$ cat src/rtl/uart_reg_master_if.sv
// Bundle of the UART byte stream and the 32 x 8 register port seen by uart_reg_master.
// master = the bridge itself, slave = the UART blocks plus the register file it drives.
interface uart_reg_master_if #(
  parameter int ADDR_WIDTH = 5,
  parameter int DATA_WIDTH = 8
);
  // Every *_DV / *_en signal is a one-cycle strobe: its payload is valid only in that cycle.
  // There is no ready, so the receiver must take it then. i_TX_Active is the only back-pressure:
  // o_TX_DV is never raised while it is high.
  logic                  i_RX_DV;
  logic [7:0]            i_RX_Byte;
  logic                  i_TX_Active;
  logic                  o_TX_DV;
  logic [7:0]            o_TX_Byte;
  logic                  o_write_en;
  logic [ADDR_WIDTH-1:0] o_write_addr;
  logic [DATA_WIDTH-1:0] o_write_data;
  logic                  o_read_en;
  logic [ADDR_WIDTH-1:0] o_read_addr;
  logic [DATA_WIDTH-1:0] i_read_data;
  logic                  o_Busy;
  logic                  o_Error;

  modport master (
    input  i_RX_DV, i_RX_Byte, i_TX_Active, i_read_data,
    output o_TX_DV, o_TX_Byte, o_write_en, o_write_addr, o_write_data,
    output o_read_en, o_read_addr, o_Busy, o_Error
  );

  modport slave (
    output i_RX_DV, i_RX_Byte, i_TX_Active, i_read_data,
    input  o_TX_DV, o_TX_Byte, o_write_en, o_write_addr, o_write_data,
    input  o_read_en, o_read_addr, o_Busy, o_Error
  );
endinterface

$ cat src/rtl/uart_reg_master.sv
// Bridges a host UART byte stream onto the game's register port: one command byte
// (plus a data byte for writes) becomes a single-cycle write or a read answered over TX.
module uart_reg_master #(
  parameter int ADDR_WIDTH     = 5,
  parameter int DATA_WIDTH     = 8,
  parameter int C_READ_LATENCY = 1,
  parameter int C_TIMEOUT      = 25_000_000
) (
  input  logic                     i_Clk,
  input  logic                     i_Reset,
  uart_reg_master_if.master        bus,
  output logic [2:0]               o_dbg_state
);

  typedef enum logic [2:0] {
    S_IDLE      = 3'd0,
    S_WAIT_DATA = 3'd1,
    S_WRITE     = 3'd2,
    S_READ_REQ  = 3'd3,
    S_READ_WAIT = 3'd4,
    S_TX_SEND   = 3'd5
  } state_t;

  localparam int CNT_W = $clog2(C_TIMEOUT);
  localparam int LAT_W = $clog2(C_READ_LATENCY + 1);
  // Seeing this count with no byte means the next count would be C_TIMEOUT-1: give up.
  localparam logic [CNT_W-1:0] C_TO_LAST  = CNT_W'(C_TIMEOUT - 2);
  localparam logic [LAT_W-1:0] C_LAT_LAST = LAT_W'(C_READ_LATENCY - 1);

  state_t                r_state;
  state_t                w_next;
  logic [CNT_W-1:0]      r_to_cnt;
  logic [CNT_W-1:0]      w_to_inc;
  logic [LAT_W-1:0]      r_lat_cnt;
  logic                  w_err;
  logic                  w_latch_waddr;
  logic                  w_latch_raddr;
  logic                  w_latch_wdata;
  logic                  w_capture;
  logic                  w_tx_fire;

  logic                  r_tx_dv;
  logic [7:0]            r_tx_byte;
  logic                  r_write_en;
  logic [ADDR_WIDTH-1:0] r_write_addr;
  logic [DATA_WIDTH-1:0] r_write_data;
  logic                  r_read_en;
  logic [ADDR_WIDTH-1:0] r_read_addr;
  logic                  r_busy;
  logic                  r_error;

  always_ff @(posedge i_Clk) begin
    if (i_Reset) r_state <= S_IDLE;
    else         r_state <= w_next;
  end

  always_comb begin
    w_next        = r_state;
    w_err         = 1'b0;
    w_latch_waddr = 1'b0;
    w_latch_raddr = 1'b0;
    w_latch_wdata = 1'b0;
    w_capture     = 1'b0;
    w_tx_fire     = 1'b0;
    case (r_state)
      S_IDLE: begin
        if (bus.i_RX_DV) begin
          if (bus.i_RX_Byte[6:5] != 2'b00) begin
            w_err = 1'b1;
          end else if (bus.i_RX_Byte[7]) begin
            w_next        = S_WAIT_DATA;
            w_latch_waddr = 1'b1;
          end else begin
            w_next        = S_READ_REQ;
            w_latch_raddr = 1'b1;
          end
        end
      end
      S_WAIT_DATA: begin
        if (bus.i_RX_DV) begin
          w_next        = S_WRITE;
          w_latch_wdata = 1'b1;
        end else if (r_to_cnt == C_TO_LAST) begin
          w_next = S_IDLE;
          w_err  = 1'b1;
        end
      end
      S_WRITE: begin
        w_next = S_IDLE;
        w_err  = bus.i_RX_DV;
      end
      S_READ_REQ: begin
        w_next = S_READ_WAIT;
        w_err  = bus.i_RX_DV;
      end
      S_READ_WAIT: begin
        w_err = bus.i_RX_DV;
        if (r_lat_cnt == C_LAT_LAST) begin
          w_capture = 1'b1;
          w_next    = S_TX_SEND;
        end
      end
      S_TX_SEND: begin
        w_err = bus.i_RX_DV;
        if (!bus.i_TX_Active) begin
          w_tx_fire = 1'b1;
          w_next    = S_IDLE;
        end
      end
      default: w_next = S_IDLE;
    endcase
  end

  assign w_to_inc = (r_to_cnt == '1) ? r_to_cnt : r_to_cnt + 1'b1;

  // Outputs are computed from the next state so they line up with the state they describe.
  always_ff @(posedge i_Clk) begin
    if (i_Reset) begin
      r_to_cnt     <= '0;
      r_lat_cnt    <= '0;
      r_tx_dv      <= 1'b0;
      r_tx_byte    <= '0;
      r_write_en   <= 1'b0;
      r_write_addr <= '0;
      r_write_data <= '0;
      r_read_en    <= 1'b0;
      r_read_addr  <= '0;
      r_busy       <= 1'b0;
      r_error      <= 1'b0;
    end else begin
      r_to_cnt   <= (r_state == S_WAIT_DATA && w_next == S_WAIT_DATA) ? w_to_inc : '0;
      r_lat_cnt  <= (r_state == S_READ_WAIT && !w_capture) ? r_lat_cnt + 1'b1 : '0;
      r_tx_dv    <= w_tx_fire;
      r_write_en <= w_latch_wdata;
      r_read_en  <= w_latch_raddr;
      r_busy     <= (w_next != S_IDLE);
      r_error    <= w_err;
      if (w_latch_waddr) r_write_addr <= bus.i_RX_Byte[ADDR_WIDTH-1:0];
      if (w_latch_raddr) r_read_addr  <= bus.i_RX_Byte[ADDR_WIDTH-1:0];
      if (w_latch_wdata) r_write_data <= DATA_WIDTH'(bus.i_RX_Byte);
      if (w_capture)     r_tx_byte    <= 8'(bus.i_read_data);
    end
  end

  assign bus.o_TX_DV      = r_tx_dv;
  assign bus.o_TX_Byte    = r_tx_byte;
  assign bus.o_write_en   = r_write_en;
  assign bus.o_write_addr = r_write_addr;
  assign bus.o_write_data = r_write_data;
  assign bus.o_read_en    = r_read_en;
  assign bus.o_read_addr  = r_read_addr;
  assign bus.o_Busy       = r_busy;
  assign bus.o_Error      = r_error;
  assign o_dbg_state      = r_state;

endmodule

$ cat src/flat_wrapper.sv
// flat-port wrapper written by rule: the top's interface ports become plain ports
module uart_reg_master_flat 
#(
  parameter int ADDR_WIDTH     = 5,
  parameter int DATA_WIDTH     = 8,
  parameter int C_READ_LATENCY = 1,
  parameter int C_TIMEOUT      = 25_000_000
)
  (i_Clk, i_Reset, o_dbg_state, bus_i_RX_DV, bus_i_RX_Byte, bus_i_TX_Active, bus_i_read_data, bus_o_TX_DV, bus_o_TX_Byte, bus_o_write_en, bus_o_write_addr, bus_o_write_data, bus_o_read_en, bus_o_read_addr, bus_o_Busy, bus_o_Error);
  uart_reg_master_if #(.ADDR_WIDTH(ADDR_WIDTH), .DATA_WIDTH(DATA_WIDTH)) bus_i ();
  input  logic i_Clk;
  input  logic i_Reset;
  output logic [2:0] o_dbg_state;
  input wire logic [$bits(bus_i.i_RX_DV)-1:0] bus_i_RX_DV;
  input wire logic [$bits(bus_i.i_RX_Byte)-1:0] bus_i_RX_Byte;
  input wire logic [$bits(bus_i.i_TX_Active)-1:0] bus_i_TX_Active;
  input wire logic [$bits(bus_i.i_read_data)-1:0] bus_i_read_data;
  output wire logic [$bits(bus_i.o_TX_DV)-1:0] bus_o_TX_DV;
  output wire logic [$bits(bus_i.o_TX_Byte)-1:0] bus_o_TX_Byte;
  output wire logic [$bits(bus_i.o_write_en)-1:0] bus_o_write_en;
  output wire logic [$bits(bus_i.o_write_addr)-1:0] bus_o_write_addr;
  output wire logic [$bits(bus_i.o_write_data)-1:0] bus_o_write_data;
  output wire logic [$bits(bus_i.o_read_en)-1:0] bus_o_read_en;
  output wire logic [$bits(bus_i.o_read_addr)-1:0] bus_o_read_addr;
  output wire logic [$bits(bus_i.o_Busy)-1:0] bus_o_Busy;
  output wire logic [$bits(bus_i.o_Error)-1:0] bus_o_Error;
  assign bus_i.i_RX_DV = bus_i_RX_DV;
  assign bus_i.i_RX_Byte = bus_i_RX_Byte;
  assign bus_i.i_TX_Active = bus_i_TX_Active;
  assign bus_i.i_read_data = bus_i_read_data;
  assign bus_o_TX_DV = bus_i.o_TX_DV;
  assign bus_o_TX_Byte = bus_i.o_TX_Byte;
  assign bus_o_write_en = bus_i.o_write_en;
  assign bus_o_write_addr = bus_i.o_write_addr;
  assign bus_o_write_data = bus_i.o_write_data;
  assign bus_o_read_en = bus_i.o_read_en;
  assign bus_o_read_addr = bus_i.o_read_addr;
  assign bus_o_Busy = bus_i.o_Busy;
  assign bus_o_Error = bus_i.o_Error;
  uart_reg_master #(.ADDR_WIDTH(ADDR_WIDTH), .DATA_WIDTH(DATA_WIDTH), .C_READ_LATENCY(C_READ_LATENCY), .C_TIMEOUT(C_TIMEOUT)) u_core (.i_Clk(i_Clk), .i_Reset(i_Reset), .bus(bus_i), .o_dbg_state(o_dbg_state));
endmodule
$ cat config.mk
export PLATFORM = sky130hd
export DESIGN_NAME = uart_reg_master_flat
export DESIGN_NICKNAME = d
export VERILOG_FILES = /design/src/rtl/uart_reg_master_if.sv /design/src/rtl/uart_reg_master.sv /design/src/flat_wrapper.sv
export SDC_FILE = /design/constraint.sdc
export NUM_CORES = 1
export LEC_CHECK = 0
export BUFFER_PORTS_ARGS = -buffer_cell sky130_fd_sc_hd__buf_2
export CAP_MARGIN = 25
export CORE_ASPECT_RATIO = 1.2
export CORE_UTILIZATION = 40
export DETAILED_ROUTE_END_ITERATION = 10
export PLACE_DENSITY_LB_ADDON = 0.08
export SLEW_MARGIN = 20
export SYNTH_ARGS = -nofsm -noshare
export SYNTH_HDL_FRONTEND = slang
export SYNTH_SLANG_ARGS = --single-unit
export TNS_END_PERCENT = 10
$ cat constraint.sdc
create_clock -name i_Clk -period 5.4 [get_ports i_Clk]
set_input_delay 1.08 -clock i_Clk [delete_from_list [all_inputs] [get_ports i_Clk]]
set_output_delay 1.08 -clock i_Clk [all_outputs]
set_load 0.01 [all_outputs]
==> results.toml <==
[outcome]
status = "complete, no violations"

[global_route]
grt_max_degree = 36
grt_pass1_wl_um = 9280
grt_pass1_vias = 2021
antenna_found_initial = 0
track_usage_pct = 17.8
grt_overflow = 0

[drt]
drt_iter0_drc = 117
dr_total_vias = 2152
wire_per_inst_um = 12.4
drt_pre_antenna_iters = 4
wl_um = 5430
post_drt_via_cell_ratio = 4.92
drc_errors = 0
ant_nets = 0

[timing]
worst-slew-pin-transition_ns = 0.963
period_minus_slack_ns = 2.26
rsz0062_at_grt = "false"
relSlewSlack_pct = 35.3
clock_skew_ns = 0.0106
finalSetupTns_ns = 0
setup_violations = 0
final_hold_viol_count = 0
fin_crit_sh_pct = 41.8
drv_slew = 0
maxClockFrequency_mhz = 443
holdWs_ns = 0.451

[setup_path]
startpoint = "u_core.r_to_cnt[1]"
r2r_start = "u_core.r_to_cnt[1]"
critical_path_class = "reg -> reg"
required_ns = 5.62
critPathMaxFanout = 14
crit_path_end = "u_core.r_to_cnt[14]"
r2r-end = "u_core.r_to_cnt[14]"
rr_worst_depth = 7
cp-end-kind = "register"
r2r_slack_ns = 3.14
startpoint_type = "register"
cp.arrival_ns = 2.47

[synthesis]
netlist_area_um2 = 2580
synthCells = 300
yosysUniqueCellTypes = 42
post_synth.cell_area_avg_um2 = 8.59
synth_warnings = 0
ys_async_sr_fraction_pct = 0
synth_nets = 322
ys_seq_area_share_pct = 46.6
ys_ff_latch = 60
synth_edf_count = 0
synthFlopType = "dfxtp_1"

[clocking]
numCtsBuffers = 9
htree_levels = 3
cts_buffer_depth = 2
cts-root-buf = "clkbuf_8"
hold_buffers = 0
clk_latency_ns = 0.34
clkTransAtPathRegs_ns = 0.07
clock-sinks = 60
cts_resized = 0
post_cts_buffers = 0
tritoncts = "yes"

[floorplan]
num_rows = 31
start_util_pct = 42.0
die_width_um = 75.3
pin_count = 54
dieHeight_um = 89.9
coreArea_um2 = 6130
fp.dieArea_um2 = 6770

[power]
p_seq_share_pct = 45.8
ir_drop_mv = 0.123
p_per_area_nw_per_um2 = 312
p_switching_mw = 0.203
p_leak_nw = 1.19
pwr-share-clk_pct = 50.9
combPwrFrac_pct = 3.3
p_int_mw = 0.779
swShare_pct = 20.7

[layout]
fin_nets = 372
syn_to_final_growth_pct = 22.2
drive_gt1_share_pct = 23.4
n_antenna_cell = 0

[place]
dp_hpwl_um = 3670
routabilityCongestion = 0.740
numPortBuffers = 53

[min_path]
hp-class = "reg -> reg"

[job]
max_cap_viol_count = 0
[stage by stage]
stage | utilization [%] | power [mW] | cells | setup WS [ns] | instance area (um2)
after floorplan | - | 0.477 | 300 | 2.92 | 2580
after global placement | 47.3 | 0.492 | 421 | 2.94 | 2900
after detailed placement | 47.3 | 0.492 | 421 | 2.90 | 2900
after CTS | 51.4 | 0.996 | 437 | 3.12 | 3150
after global routing | 51.4 | 1.02 | 437 | 2.91 | 3150
final | 51.4 | 0.982 | 437 | 3.14 | 3150
[area by class of cell]
| class | instances | area [um2] |
|---|---|---|
| inverters | 4 | 15.0 |
| clock buffers | 10 | 138 |
| repair buffers | 56 | 288 |
| flip-flops and latches | 60 | 1200 |
| fillers | 615 | 2980 |
| clock inverters | 6 | 111 |
| multi-input cells | 219 | 1290 |
| well taps | 82 | 103 |
[cells by family (layout without fill, tap and decap cells)]
group,count (synthesis),count (layout),share of synthesized area [%]
AO/OA/AOI/OAI,49,49,12.7
adder cells (fa/ha/maj),2,2,0.971
buffers and inverters,21,76,3.50
flip-flops,60,60,46.6
other,1,1,0.146
XOR/XNOR,22,22,7.48
multiplexers,5,5,1.94
AND/OR/NAND/NOR,140,140,26.7
[per-layer routing]
layer | track usage (%) | vias up | share of wire (%)
li1 | - | 1129 | -
met1 | 21.8 | 974 | 48
met2 | 27.9 | 41 | 45
met3 | 6.39 | 8 | 5.7
met4 | 7.41 | 0 | 1.7
met5 | 0 | - | 0
[critical path, stage by stage, from the launching register on]
cell,delay [ns]
dfxtp_1,0.44
ha_1,0.30
nand2_1,0.13
nor4_4,0.52
buf_4,0.32
and4bb_2,0.26
xnor2_1,0.11
nor2_1,0.05
[power groups by stage]
stage	Sequential [mW]	Clock (mW)	Combinational (mW)
floorplan	0.462	0	0.0153
global placement	0.460	0	0.0324
detailed placement	0.460	0	0.0323
CTS	0.450	0.514	0.0324
global route	0.450	0.538	0.0366
finish	0.450	0.500	0.0321
[cells in the mapped netlist, types with 2 or more instances]
master	instances	area, um2
nor4_2	2	25.0
a211oi_1	8	60.1
nor2_1	38	143
nand4b_1	2	17.5
dfxtp_1	60	1200
inv_1	4	15.0
a21oi_1	33	165
xor2_1	3	26.3
clkbuf_1	9	33.8
nand2b_1	3	18.8
ha_1	2	25.0
xnor2_1	19	166
nand3_1	15	75.1
a2111oi_4	2	55.1
nor3_1	3	15.0
or4_1	2	15.0
nor2_2	2	12.5
nand2_1	49	184
or3_1	4	25.0
nand4_1	5	31.3
and4_1	3	26.3
mux2i_1	5	50.1
buf_2	6	30.0
or2_2	3	18.8
[placed cells by master (no fill, tap or decap), types with 4 or more instances in the layout]
cell,count
clkbuf_8,10
a211oi_1,8
inv_1,4
buf_2,53
or3_1,4
mux2i_1,5
xnor2_1,19
nand2_1,49
nor2_1,38
dfxtp_1,60
a21oi_1,33
nand3_1,15
nand4_1,5
[sequential cells by signal, summed over array words and instances, names as in the netlist]
name	count
u_core.bus.o_Busy	1
u_core.bus.o_Error	1
u_core.bus.o_TX_Byte	8
u_core.bus.o_TX_DV	1
u_core.bus.o_read_addr	5
u_core.bus.o_read_en	1
u_core.bus.o_write_addr	5
u_core.bus.o_write_data	8
u_core.bus.o_write_en	1
u_core.o_dbg_state	3
u_core.r_lat_cnt	1
u_core.r_to_cnt	25
[worst min path at each step]
| stage | startpoint | endpoint | slack, ns | depth (start not counted) |
|---|---|---|---|---|
| floorplan | u_core.r_to_cnt[24] | u_core.r_to_cnt[24] | 0.47 | 2 |
| global placement | u_core.bus.o_write_data[0] | u_core.bus.o_write_data[0] | 0.44 | 2 |
| detailed placement | u_core.bus.o_write_data[6] | u_core.bus.o_write_data[6] | 0.44 | 2 |
| CTS | u_core.bus.o_write_data[6] | u_core.bus.o_write_data[6] | 0.45 | 2 |
| global route | u_core.bus.o_write_data[6] | u_core.bus.o_write_data[6] | 0.47 | 2 |
| finish | u_core.bus.o_TX_Byte[7] | u_core.bus.o_TX_Byte[7] | 0.45 | 2 |
No activity file was read; power rests on OpenSTA's default activity.
